<file path="src/rtl/sata_defines_pkg.sv">
// Shared SATA primitive constants and helpers for the transmit path.
// The LFSR step is the Galois form of x^16+x^15+x^13+x^4+1.
package sata_defines_pkg;

  localparam logic [31:0] PRIM_ALIGN = 32'h7B4A4ABC;
  localparam logic [31:0] PRIM_CONT  = 32'h9999AA7C;
  localparam logic [31:0] PRIM_SOF   = 32'h3737B57C;
  localparam logic [31:0] PRIM_EOF   = 32'hD5D5B57C;
  localparam logic [31:0] PRIM_SYNC  = 32'hB5B5957C;
  localparam logic [31:0] PRIM_X_RDY = 32'h5757B57C;
  localparam logic [31:0] PRIM_R_RDY = 32'h4A4A957C;
  localparam logic [31:0] PRIM_R_IP  = 32'h5555B57C;
  localparam logic [31:0] PRIM_R_OK  = 32'h3535B57C;
  localparam logic [31:0] PRIM_R_ERR = 32'h5656B57C;
  localparam logic [31:0] PRIM_HOLD  = 32'hD5D5AA7C;
  localparam logic [31:0] PRIM_HOLDA = 32'h9595AA7C;
  localparam logic [31:0] PRIM_WTRM  = 32'h5858B57C;

  localparam logic [3:0] K_PRIM = 4'b0001;
  localparam logic [3:0] K_DATA = 4'b0000;

  // Right-shift Galois mask: taps at exponents 16, 15, 13 and 4.
  localparam logic [15:0] JUNK_POLY_MASK = 16'hD008;

  typedef enum logic [1:0] {
    CONT_NONE,
    CONT_ONCE,
    CONT_TWICE,
    CONT_JUNK
  } cont_state_t;

  function automatic logic is_cont_candidate(input logic [31:0] dword, input logic is_k);
    return is_k && (dword != PRIM_ALIGN) && (dword != PRIM_CONT) &&
           (dword != PRIM_SOF) && (dword != PRIM_EOF);
  endfunction

  function automatic logic [15:0] junk_lfsr_step(input logic [15:0] s);
    return s[0] ? ((s >> 1) ^ JUNK_POLY_MASK) : (s >> 1);
  endfunction

endpackage

</file>
<file path="src/rtl/sata_cont_junk_lfsr.sv">
// Scrambled junk source used after CONT: 16-bit Galois LFSR yielding two
// successive states per dword and advancing by two steps when enabled.
module sata_cont_junk_lfsr
  import sata_defines_pkg::*;
#(
  parameter logic [15:0] JUNK_SEED = 16'hFFFF
) (
  input  logic        rst,
  input  logic        clk,
  input  logic        load,
  input  logic        en,
  output logic [31:0] dout
);

  logic [15:0] state;
  logic [15:0] step1;
  logic [15:0] step2;

  always_comb begin
    step1 = junk_lfsr_step(state);
    step2 = junk_lfsr_step(step1);
    dout  = {state, step1};
  end

  always_ff @(posedge clk) begin
    if (rst || load) begin
      state <= JUNK_SEED;
    end else if (en) begin
      state <= step2;
    end
  end

endmodule

</file>
<file path="src/rtl/sata_tx_prim_cont.sv">
// Transmit stage feeding the PHY: periodic ALIGN insertion with link-layer
// back-pressure, plus primitive repeat suppression (prim, prim, CONT, junk).
module sata_tx_prim_cont
  import sata_defines_pkg::*;
#(
  parameter int          ALIGN_INTERVAL = 256,
  parameter int          ALIGN_COUNT    = 2,
  parameter logic [15:0] JUNK_SEED      = 16'hFFFF
) (
  input  logic        clk,
  input  logic        rst,
  input  logic        phy_ready_in,
  input  logic        cont_en,
  input  logic [31:0] in_dout,
  input  logic        in_is_k,
  output logic        in_ready,
  output logic [31:0] tx_dout,
  output logic [3:0]  tx_is_k,
  output logic        cont_active
);

  localparam int CW = $clog2(ALIGN_INTERVAL);
  localparam logic [CW-1:0] WIN_LAST   = CW'(ALIGN_INTERVAL - 1);
  localparam logic [CW-1:0] DATA_SLOTS = CW'(ALIGN_INTERVAL - ALIGN_COUNT);

  logic [CW-1:0] win_cnt;
  logic [CW-1:0] cnt_next;
  logic          link_up;
  cont_state_t   cont_state;
  logic [31:0]   last_prim;
  logic          same_prim;
  logic          data_slot;
  logic          lfsr_load;
  logic          lfsr_en;
  logic [31:0]   junk_dword;

  // in_ready is registered, so a data slot is exactly a cycle where it is high.
  always_comb begin
    same_prim = cont_en && in_is_k && (in_dout == last_prim) && (cont_state != CONT_NONE);
    data_slot = phy_ready_in && link_up && in_ready;
    lfsr_load = data_slot && same_prim && (cont_state == CONT_TWICE);
    lfsr_en   = data_slot && same_prim && (cont_state == CONT_JUNK);
    cnt_next  = (win_cnt == WIN_LAST) ? '0 : win_cnt + 1'b1;
  end

  sata_cont_junk_lfsr #(
    .JUNK_SEED (JUNK_SEED)
  ) u_junk_lfsr (
    .rst  (rst),
    .clk  (clk),
    .load (lfsr_load),
    .en   (lfsr_en),
    .dout (junk_dword)
  );

  always_ff @(posedge clk) begin
    if (rst) begin
      tx_dout     <= PRIM_ALIGN;
      tx_is_k     <= K_PRIM;
      in_ready    <= 1'b0;
      cont_active <= 1'b0;
      win_cnt     <= '0;
      link_up     <= 1'b0;
      cont_state  <= CONT_NONE;
      last_prim   <= '0;
    end else if (!phy_ready_in) begin
      tx_dout     <= PRIM_ALIGN;
      tx_is_k     <= K_PRIM;
      in_ready    <= 1'b0;
      cont_active <= 1'b0;
      win_cnt     <= '0;
      link_up     <= 1'b0;
      cont_state  <= CONT_NONE;
    end else if (!link_up) begin
      // First cycle after link-up has nothing consumed yet; open slot 0.
      tx_dout     <= PRIM_ALIGN;
      tx_is_k     <= K_PRIM;
      in_ready    <= 1'b1;
      cont_active <= 1'b0;
      link_up     <= 1'b1;
    end else if (in_ready) begin
      win_cnt  <= cnt_next;
      in_ready <= (cnt_next < DATA_SLOTS);
      if (same_prim) begin
        case (cont_state)
          CONT_ONCE: begin
            tx_dout     <= in_dout;
            tx_is_k     <= K_PRIM;
            cont_active <= 1'b0;
            cont_state  <= CONT_TWICE;
          end
          CONT_TWICE: begin
            tx_dout     <= PRIM_CONT;
            tx_is_k     <= K_PRIM;
            cont_active <= 1'b0;
            cont_state  <= CONT_JUNK;
          end
          CONT_JUNK: begin
            tx_dout     <= junk_dword;
            tx_is_k     <= K_DATA;
            cont_active <= 1'b1;
          end
          default: begin
            tx_dout     <= in_dout;
            tx_is_k     <= K_PRIM;
            cont_active <= 1'b0;
          end
        endcase
      end else begin
        tx_dout     <= in_dout;
        tx_is_k     <= in_is_k ? K_PRIM : K_DATA;
        cont_active <= 1'b0;
        if (cont_en && is_cont_candidate(in_dout, in_is_k)) begin
          last_prim  <= in_dout;
          cont_state <= CONT_ONCE;
        end else begin
          cont_state <= CONT_NONE;
        end
      end
    end else begin
      // ALIGN burst: cont state and LFSR are left untouched.
      tx_dout     <= PRIM_ALIGN;
      tx_is_k     <= K_PRIM;
      cont_active <= 1'b0;
      win_cnt     <= cnt_next;
      in_ready    <= (cnt_next < DATA_SLOTS);
    end
  end

endmodule

</file>
<file path="config.mk">
export PLATFORM = sky130hd
export DESIGN_NAME = sata_tx_prim_cont
export DESIGN_NICKNAME = d
export VERILOG_FILES = /design/src/rtl/sata_defines_pkg.sv /design/src/rtl/sata_cont_junk_lfsr.sv /design/src/rtl/sata_tx_prim_cont.sv
export SDC_FILE = /design/constraint.sdc
export NUM_CORES = 1
export LEC_CHECK = 0
export CAP_MARGIN = 20
export CORE_MARGIN = 5
export CORE_UTILIZATION = 54
export DETAILED_ROUTE_END_ITERATION = 10
export GPL_TIMING_DRIVEN = 0
export PLACE_DENSITY = 0.81
export RECOVER_POWER = 50
export SETUP_SLACK_MARGIN = 0.3
export SLEW_MARGIN = 20
export SYNTH_ARGS = -nofsm -noshare
export SYNTH_HDL_FRONTEND = slang
export SYNTH_SLANG_ARGS = --single-unit
export TNS_END_PERCENT = 50
</file>
<file path="constraint.sdc">
create_clock -name clk -period 4.1 [get_ports clk]
set_clock_uncertainty 0.15 [all_clocks]
set_input_delay 0.82 -clock clk [delete_from_list [all_inputs] [get_ports clk]]
set_output_delay 0.82 -clock clk [all_outputs]
set_load 0.02 [all_outputs]
</file>
==> results of run 1 <==
-- how the worst max path moves through the flow --
stage          slack [ns]  cells past startpoint               endpoint
2_1_floorplan        1.47                     10  u_junk_lfsr.state[15]
3_3_place_gp         0.43                     10             tx_dout[9]
3_5_place_dp         0.38                     10             tx_dout[9]
4_1_cts              0.77                     10             tx_dout[9]
5_1_grt              0.36                      9          last_prim[15]
6_report             0.51                      9          last_prim[15]
-- per-stage QoR --
stage	setup slack, ns	utilization [%]	instances	power, mW
finish	0.5075	67.87	698	1.625
global route	0.3587	67.87	698	1.680
CTS	0.7684	67.96	698	1.627
detailed placement	0.3833	65.97	682	1.097
global placement	0.4334	65.97	682	1.094
floorplan	1.467	-	506	1.011
-- registers in the layout (all words and copies together), names as in the netlist --
register,cells
cont_active,1
cont_state,2
in_ready,1
last_prim,32
link_up,1
tx_dout,32
tx_is_k,1
u_junk_lfsr.state,16
win_cnt,8
-- per-layer routing --
| metal | part of all wire (%) | track usage, % |
|---|---|---|
| met5 | 0 | 0 |
| met4 | 2.5 | 10.80 |
| met3 | 8.1 | 5.413 |
| met2 | 47 | 38.98 |
| met1 | 43 | 32.08 |
-- cell families (layout without fill, tap and decap cells) --
family,count (synthesis),after routing,share of synthesized area [%]
compound gates,52,52,8.304
xor+xnor,36,36,6.817
fa+ha+maj,1,1,0.2704
buf+inv,43,130,4.707
flops,94,94,40.68
mux,55,55,11.93
other cells,1,3,0.08107
simple gates,222,222,27.21
-- cell type report --
type | instances | area, µm² | share of cell area, %
Timing Repair Buffer | 71 | 710.7 | 12.62
Clock inverter | 5 | 33.78 | 0.5997
Clock buffer | 11 | 131.4 | 2.332
Inverter | 9 | 33.78 | 0.5997
Buffer | 34 | 181.4 | 3.221
Multi-Input combinational cell | 369 | 2529 | 44.89
Sequential cell | 94 | 1882 | 33.41
Tap cell | 105 | 131.4 | 2.332
-- power by group --
part           internal, mW  switching, mW  leakage, nW  total (mW)
Combinational        0.0718         0.0856         1.14       0.157
Clock                 0.221          0.327       0.0797       0.548
Sequential            0.917        0.00268        0.759       0.919
Total                  1.21          0.415         1.98        1.63
-- synth_stat cells (3+ instances only) --
library cell,count,share of area [%]
o22ai_1,5,0.68
inv_1,7,0.57
nor3b_1,6,0.97
o221a_2,3,0.73
buf_2,5,0.54
mux2i_1,54,12
a21oi_1,15,1.6
nor4bb_1,5,1.1
o21ai_0,3,0.32
xor2_1,21,4.0
nand2b_1,80,11
buf_4,5,0.81
and4_1,3,0.57
nand2_1,24,1.9
a211o_1,4,0.76
nand3_1,11,1.2
nor3_1,8,0.87
and2_1,4,0.54
xnor2_1,15,2.8
nor2_1,46,3.7
o31a_1,4,0.76
and3_1,7,0.95
clkbuf_1,21,1.7
nand3b_1,6,0.97
nor4_1,5,0.68
dfxtp_1,94,41
o211a_1,4,0.87
nand4_1,10,1.4
-- worst max-delay path, stage by stage --
cell and delay, ns:
clkdlybuf4s50_1 0.56, and4_1 0.31, nand4_1 0.12, nor3_1 0.07, o21ai_1 0.16, nand2_1 0.10, nor3_1 0.64, clkbuf_1 0.64
mux2i_1 0.29
==> results.py, run 1 <==
metrics = {
    "yosys": {
        "ys_ff_latch": 94,
        "synth-edff-count": 0,
        "seq_area_frac_synth_pct": 40.68,
        "syn_inst": 504,
        "post_synth.cell_area_avg_um2": 9.178,
        "synthArstFlopShare_pct": 0,
        "yosys_warnings": 0,
        "synth_ff_type": "dfxtp_1",
        "synth_area_um2": 4626,
        "synth_cell_types": 51,
    },
    "clocking": {
        "clk_latency_ns": 0.36,
        "cts_buffers": 9,
        "path_clk_slew_ns": 0.09,
        "postCtsSetupRepairBufs": 0,
        "htree_levels": 3,
        "cts_max_path_buffers": 2,
        "ctsRootBufferMaster": "clkbuf_8",
        "cts_tree": "built",
        "cts_hold_buf": 0,
        "cts_resized": 0,
        "cts_sinks": 94,
    },
    "finish": {
        "syn_to_final_growth_pct": 21.77,
        "diodes": 0,
        "fill_cells": 684,
        "mostFrequentLayoutCells": "dfxtp_1 (94), nand2b_1 (80), mux2i_1 (54)",
        "finalInstanceArea_um2": 5633,
        "final_common_cell": "dfxtp_1",
        "final_nets": 626,
        "drive_above_1_share_pct": 5.734,
    },
    "power_and_ir_drop": {
        "power_leakage_nw": 1.978,
        "peakVddDrop_mv": 0.1518,
        "power.density_nw_per_um2": 288.5,
    },
    "placed_design": {
        "gp_congestion": 0.9228,
        "place_area_um2": 5475,
        "io_buffers": 71,
        "dp.final_hpwl_um": 9393,
    },
    "setup_path": {
        "worstReg2RegStart": "last_prim[4]",
        "r2r_end": "last_prim[15]",
        "cp_data_arrival_time_ns": 3.72,
        "startpoint": "in_dout[5]",
        "path_class": "primary input to register",
        "required_ns": 4.23,
        "rrSetupSlack_ns": 1.31,
        "end_kind": "register",
        "reg2regPathDepth": 8,
        "cp_max_fo": 10,
        "crit_path_start_kind": "primary input",
    },
    "detailed_routing": {
        "drt_iter0_markers": 286,
        "drt_pre_antenna_iters": 5,
        "drc": 0,
        "wl_per_cell_um": 17.73,
        "drt_wl_total_um": 12380,
        "via_per_inst": 5.701,
        "vias": 3979,
        "ant_nets": 0,
    },
    "floorplan": {
        "row_count": 33,
        "core_area_um2": 8299,
        "die_area_um2": 10520,
        "die_h_um": 102.6,
        "io_pins": 75,
        "dieWidth_um": 102.6,
        "start_util_pct": 55.74,
    },
    "timing": {
        "drv_slew": 0,
        "relSlewSlack_pct": 47.92,
        "hold_violations": 0,
        "worst_hold_slack_ns": 0.3420,
        "post-route-period-util_pct": 87.62,
        "final-setup-viol-count": 0,
        "tightest_slew_ns": 0.7752,
        "setup-tns-final_ns": 0,
        "rsz0062_at_grt": "false",
        "period_minus_slack_ns": 3.593,
        "max_clock_freq_ghz": 0.2784,
    },
    "global_route": {
        "groute.usage.overall_pct": 24.53,
        "grt_max_degree": 16,
        "antenna_found_initial": 0,
        "grt_pass1_vias": 3942,
        "grt_overflow": 0,
        "grt_pass1_wl_um": 19810,
    },
    "job": {
        "maxCapViolCount": 0,
    },
    "hold_path": {
        "min_to": "last_prim[20]",
        "hold_class": "register to register",
        "hold_start": "last_prim[20]",
        "holdPathStages": 2,
    },
    "run_status": {
        "run_status": "finished clean",
    },
}
Power figures use the tool's default switching activity.
==> run 2, diff against run 1 <==
--- a/config.mk
+++ b/config.mk
@@ -11,7 +11,7 @@
 export DETAILED_ROUTE_END_ITERATION = 10
 export GPL_TIMING_DRIVEN = 0
 export PLACE_DENSITY = 0.81
-export RECOVER_POWER = 50
+export RECOVER_POWER = 25
 export SETUP_SLACK_MARGIN = 0.3
 export SLEW_MARGIN = 20
 export SYNTH_ARGS = -nofsm -noshare
==> run 2 against run 1 <==
  * Critical path type unchanged
  * Global-route usage unchanged
  * First-iteration DRC count is 1.7% higher
  * Routed wire length up 0.33%
  * Combinational power is essentially flat
  * Largest power group unchanged
  * Clock power about the same
==> results.py, run 2 (synthesized netlist as in run 1, its figures left out) <==
metrics = {
    "setup_path": {
        "path_class": "primary input to register",
        "end_kind": "register",
        "crit_path_start_kind": "primary input",
        "crit_family": "simple AND/OR/NAND/NOR gates",
        "cp_slowest_cell": "clkdlybuf4s50_1",
        "required_ns": 4.19,
        "cp_max_fo": 10,
        "cp_data_arrival_time_ns": 3.53,
        "path_cells": "clkdlybuf4s50_1, xor2_1, nor4_1, nand3_1, nor4_4, and3_1, buf_4, buf_2, mux2i_1, nand2_1",
        "critical_path.max_stage_delay_ns": 0.57,
        "cp_num_buf_inv": 3,
    },
    "power_and_ir_drop": {
        "power_leakage_nw": 1.978,
        "peakVddDrop_mv": 0.1523,
        "power.density_nw_per_um2": 288.5,
    },
    "placed_design": {
        "io_buffers": 71,
        "gp_congestion": 0.9228,
        "dp.cells": 682,
        "dp.final_hpwl_um": 9393,
        "preCtsSetupSlack_ns": 0.3833,
    },
    "clocking": {
        "htree_levels": 3,
        "ctsRootBufferMaster": "clkbuf_8",
        "cts_resized": 0,
        "path_clk_slew_ns": 0.09,
        "cts_tree": "built",
        "cts_hold_buf": 0,
        "cts_buffers": 9,
        "cts_sinks": 94,
        "postCtsSetupRepairBufs": 0,
        "cts_max_path_buffers": 2,
        "clk_latency_ns": 0.37,
    },
    "hold_path": {
        "hold_class": "register to register",
    },
    "finish": {
        "syn_to_final_growth_pct": 21.94,
        "drive_above_1_share_pct": 6.408,
        "fin_util_pct": 67.96,
        "largest_registers": "last_prim (32), tx_dout (32), u_junk_lfsr.state (16)",
        "diodes": 0,
        "final_nets": 626,
        "mostFrequentLayoutCells": "dfxtp_1 (94), nand2b_1 (80), mux2i_1 (54)",
        "final-instance-count-excl-fill": 698,
        "final_common_cell": "dfxtp_1",
    },
    "floorplan": {
        "io_pins": 75,
        "start_util_pct": 55.74,
        "core_area_um2": 8299,
        "row_count": 33,
        "die_area_um2": 10520,
        "die_h_um": 102.6,
        "dieWidth_um": 102.6,
    },
    "global_route": {
        "grt_overflow": 0,
        "groute.usage.overall_pct": 24.53,
        "antenna_found_initial": 0,
        "grt_max_degree": 16,
        "grt_pass1_wl_um": 19810,
        "grt_pass1_vias": 3942,
    },
    "timing": {
        "period_minus_slack_ns": 3.446,
        "post-route-period-util_pct": 84.04,
        "tightest_slew_ns": 0.5260,
        "fin_ws_ns": 0.6543,
        "hold_violations": 0,
        "final-setup-viol-count": 0,
        "setup-tns-final_ns": 0,
        "rsz0062_at_grt": "false",
        "relSlewSlack_pct": 64.93,
        "max_clock_freq_ghz": 0.2902,
        "drv_slew": 0,
    },
    "detailed_routing": {
        "wl_met2_um": 5790,
        "ant_nets": 0,
        "dr.max_layer_used": "met4",
        "wl_per_cell_um": 17.79,
        "drt_wl_total_um": 12420,
        "via_per_inst": 5.692,
        "vias": 3973,
        "wl_met1_um": 5332,
        "drt_pre_antenna_iters": 5,
        "drt_iter0_markers": 291,
        "drc": 0,
        "wl_met3_um": 1003,
    },
    "job": {
        "maxCapViolCount": 0,
    },
    "run_status": {
        "run_status": "finished clean",
    },
}
run 2: cell types whose count changed in the layout (fill, tap and decap cells not counted):
cell / change
clkdlybuf4s50_1: +5
dlygate4sd3_1: -5
buf_2: +2
clkbuf_1: -2
inv_1: -1
inv_2: +1
nor3_1: -1
nor3_2: +1
run 2: worst paths after layout:
| path | slack, ns | endpoint | from | cells after the start |
|---|---|---|---|---|
| setup / recovery | 0.65 | tx_dout[9] | in_dout[22] | 10 |
| hold / removal | 0.34 | last_prim[5] | last_prim[5] | 2 |
| setup reg to reg | 1.41 | tx_dout[9] | last_prim[22] | 9 |
| hold reg to reg | 0.34 | last_prim[5] | last_prim[5] | 2 |
run 2: cell type report:
class | instances | area, µm²
clock inverters | 5 | 33.78
inverters | 9 | 33.78
flip-flops and latches | 94 | 1882
fillers | 681 | 2659
clock buffers | 11 | 131.4
plain buffers | 34 | 183.9
well taps | 105 | 131.4
repair buffers | 71 | 710.7
multi-input cells | 369 | 2534
run 2: layer usage:
layer	GRT usage, %	vias to the layer above
met2	38.98	159
met1	32.08	1901
met4	10.80	0
li1	-	1889
met3	5.413	24
met5	0	-
run 2: tightest hold or removal path, stage by stage, from the launching register on:
cell	delay [ns]
dfxtp_1	0.32
nand2b_1	0.07
mux2i_1	0.06
run 2: report_power, final:
part           leakage [nW]  total [mW]  switching (mW)  internal, mW
clock network        0.0797       0.549           0.328         0.221
logic                  1.14       0.158          0.0860        0.0724
registers             0.759       0.920         0.00270         0.917
run 2: stage by stage:
stage          total power, mW  area (µm²)  hold slack (ns)
4_1_cts                  1.627        5640           0.3356
6_report                 1.627        5640           0.3406
2_1_floorplan            1.011        4633           0.2987
3_3_place_gp             1.094        5475           0.3122
3_5_place_dp             1.097        5475           0.3235
5_1_grt                  1.681        5640           0.3640
==> run 3, diff against run 2 <==
--- a/config.mk
+++ b/config.mk
@@ -7,10 +7,10 @@
 export LEC_CHECK = 0
 export CAP_MARGIN = 20
 export CORE_MARGIN = 5
-export CORE_UTILIZATION = 54
+export CORE_UTILIZATION = 48
 export DETAILED_ROUTE_END_ITERATION = 10
 export GPL_TIMING_DRIVEN = 0
-export PLACE_DENSITY = 0.81
+export PLACE_DENSITY = 0.76
 export RECOVER_POWER = 25
 export SETUP_SLACK_MARGIN = 0.3
 export SLEW_MARGIN = 20
==> constraint.sdc (replaced) <==
create_clock -name clk -period 2.86 [get_ports clk]
set_clock_uncertainty 0.15 [all_clocks]
set_input_delay 0.572 -clock clk [delete_from_list [all_inputs] [get_ports clk]]
set_output_delay 0.572 -clock clk [all_outputs]
set_load 0.02 [all_outputs]
==> run 3 against run 2 <==
  * Combinational power up 37%
  * Sequential power up 43%
  * Critical path depth up 1
  * Setup slack worse by 0.30 ns
  * Via count up 1.4%
  * Sequential share of layout area down 0.57 points
  * Sequential cell count unchanged
  * Cell area up 1.8%
  * Routed wire length up 2.3%
  * First-iteration DRC count up 13%
  * Utilization down 6.4 points
==> results.py, run 3 (synthesized netlist as in run 1, its figures left out) <==
metrics = {
    "run_status": {
        "run_status": "finished clean",
    },
    "floorplan": {
        "io_pins": 75,
        "core_area_um2": 9328,
        "dieWidth_um": 108.2,
        "die_area_um2": 11700,
        "die_h_um": 108.2,
        "start_util_pct": 49.59,
        "row_count": 35,
    },
    "setup_path": {
        "reg2regPathDepth": 10,
        "rrSetupSlack_ns": 0.43,
        "required_ns": 3.00,
        "path_class": "primary input to register",
        "crit_path_start_kind": "primary input",
        "cp_max_fo": 10,
        "path_cells": "clkdlybuf4s15_1, nand2b_1, o2111a_1, nand4b_1, nor4_4, and3_1, buf_4, and2b_1, buf_6, buf_12, mux2i_1",
        "r2r_end": "u_junk_lfsr.state[1]",
        "cp_num_buf_inv": 4,
        "critical_path.max_stage_delay_ns": 0.32,
        "cp_slowest_cell": "nor4_4",
        "end_kind": "register",
        "cp_data_arrival_time_ns": 2.65,
        "worstReg2RegStart": "last_prim[22]",
        "crit_family": "simple AND/OR/NAND/NOR gates",
    },
    "placed_design": {
        "io_buffers": 71,
        "gp_congestion": 0.9207,
        "dp.final_hpwl_um": 9679,
    },
    "timing": {
        "final-setup-viol-count": 0,
        "hold_violations": 0,
        "worst_hold_slack_ns": 0.3398,
        "setup-tns-final_ns": 0,
        "max_clock_freq_ghz": 0.3986,
        "drv_slew": 0,
        "post-route-period-util_pct": 87.71,
        "relSlewSlack_pct": 60.27,
        "rsz0062_at_grt": "false",
        "period_minus_slack_ns": 2.509,
        "tightest_slew_ns": 0.5959,
    },
    "power_and_ir_drop": {
        "p_clk_share_pct": 35.1,
        "power.density_nw_per_um2": 412.2,
        "finalPower_mw": 2.366,
        "power_leakage_nw": 2.142,
        "peakVddDrop_mv": 0.2629,
        "p_int_mw": 1.756,
        "p_comb_share_pct": 9.2,
        "p_seq_share_pct": 55.7,
        "netSwitchingPower_mw": 0.6100,
        "p_sw_share_pct": 25.79,
    },
    "clocking": {
        "cts_max_path_buffers": 2,
        "cts_buffers": 9,
        "path_clk_slew_ns": 0.09,
        "cts_hold_buf": 0,
        "ctsRootBufferMaster": "clkbuf_8",
        "cts_sinks": 94,
        "cts_tree": "built",
        "clk_latency_ns": 0.37,
        "htree_levels": 3,
    },
    "detailed_routing": {
        "vias": 4030,
        "ant_nets": 0,
        "drc": 0,
        "drt_pre_antenna_iters": 5,
        "drt_iter0_markers": 328,
        "drt_wl_total_um": 12710,
        "wl_per_cell_um": 17.51,
        "via_per_inst": 5.551,
    },
    "global_route": {
        "grt_max_degree": 17,
        "grt_overflow": 0,
        "groute.usage.overall_pct": 22.45,
        "antenna_found_initial": 0,
        "grt_pass1_wl_um": 20450,
        "grt_pass1_vias": 3893,
    },
    "finish": {
        "fin_util_pct": 61.53,
        "largest_registers": "last_prim (32), tx_dout (32), u_junk_lfsr.state (16)",
        "final_common_cell": "dfxtp_1",
        "drive_above_1_share_pct": 11.56,
        "diodes": 0,
        "final_nets": 630,
        "fill_cells": 830,
        "mostFrequentLayoutCells": "dfxtp_1 (94), nand2b_1 (80), mux2i_1 (54)",
        "syn_to_final_growth_pct": 24.07,
    },
    "hold_path": {
        "hold_class": "register to register",
        "holdPathStages": 2,
        "hold_start": "last_prim[21]",
        "min_to": "last_prim[21]",
    },
    "job": {
        "maxCapViolCount": 0,
    },
}
-- run 3: timing repair --
item,in CTS,in global routing
setup buffers,4,0
resized for setup,64,36
setup endpoints to repair,81,75
pin swaps,7,10
-- run 3: how the worst max path moves through the flow --
stage                                  to        start  slack [ns]  cells past startpoint
finish               u_junk_lfsr.state[1]  in_dout[25]        0.35                     11
global route         u_junk_lfsr.state[3]  in_dout[25]        0.29                     11
CTS                          last_prim[6]  in_dout[13]        0.29                      9
detailed placement            tx_dout[27]  in_dout[22]       -0.57                     10
global placement              tx_dout[27]  in_dout[22]       -0.56                     10
floorplan           u_junk_lfsr.state[15]   in_dout[4]        0.48                     10
-- run 3: tightest hold or removal path, stage by stage, from the launching register on --
cell	delay [ns]
dfxtp_1	0.33
nand2b_1	0.06
mux2i_1	0.06
-- run 3: metal layers --
metal | vias to the layer above | GRT usage, % | part of all wire, %
met1 | 1901 | 30.67 | 43
li1 | 1907 | - | -
met4 | 0 | 5.500 | 1.8
met3 | 25 | 4.239 | 8.5
met5 | - | 0 | 0
met2 | 197 | 36.68 | 46
-- run 3: power by group through the flow --
stage | combinational, mW | clock (mW) | sequential, mW
after CTS | 0.217 | 0.830 | 1.32
after detailed placement | 0.224 | 0 | 1.35
final | 0.217 | 0.830 | 1.32
after global placement | 0.222 | 0 | 1.35
after global routing | 0.234 | 0.891 | 1.32
after floorplan | 0.0973 | 0 | 1.35
-- run 3: final cells by class --
class | count | area (µm²) | area share (%)
Multi-Input combinational cell | 369 | 2586 | 45.06
Sequential cell | 94 | 1882 | 32.79
Timing Repair Buffer | 75 | 685.7 | 11.95
Buffer | 34 | 207.7 | 3.619
Tap cell | 129 | 161.4 | 2.812
Clock buffer | 11 | 141.4 | 2.463
Clock inverter | 5 | 41.29 | 0.7194
Inverter | 9 | 33.78 | 0.5886
-- run 3: metrics by stage --
step,setup slack [ns],std cells,area (µm²)
6_report,0.3514,726,5739
3_5_place_dp,-0.5740,706,5505
3_3_place_gp,-0.5605,706,5505
2_1_floorplan,0.4753,506,4633
4_1_cts,0.2921,726,5729
5_1_grt,0.2870,726,5739
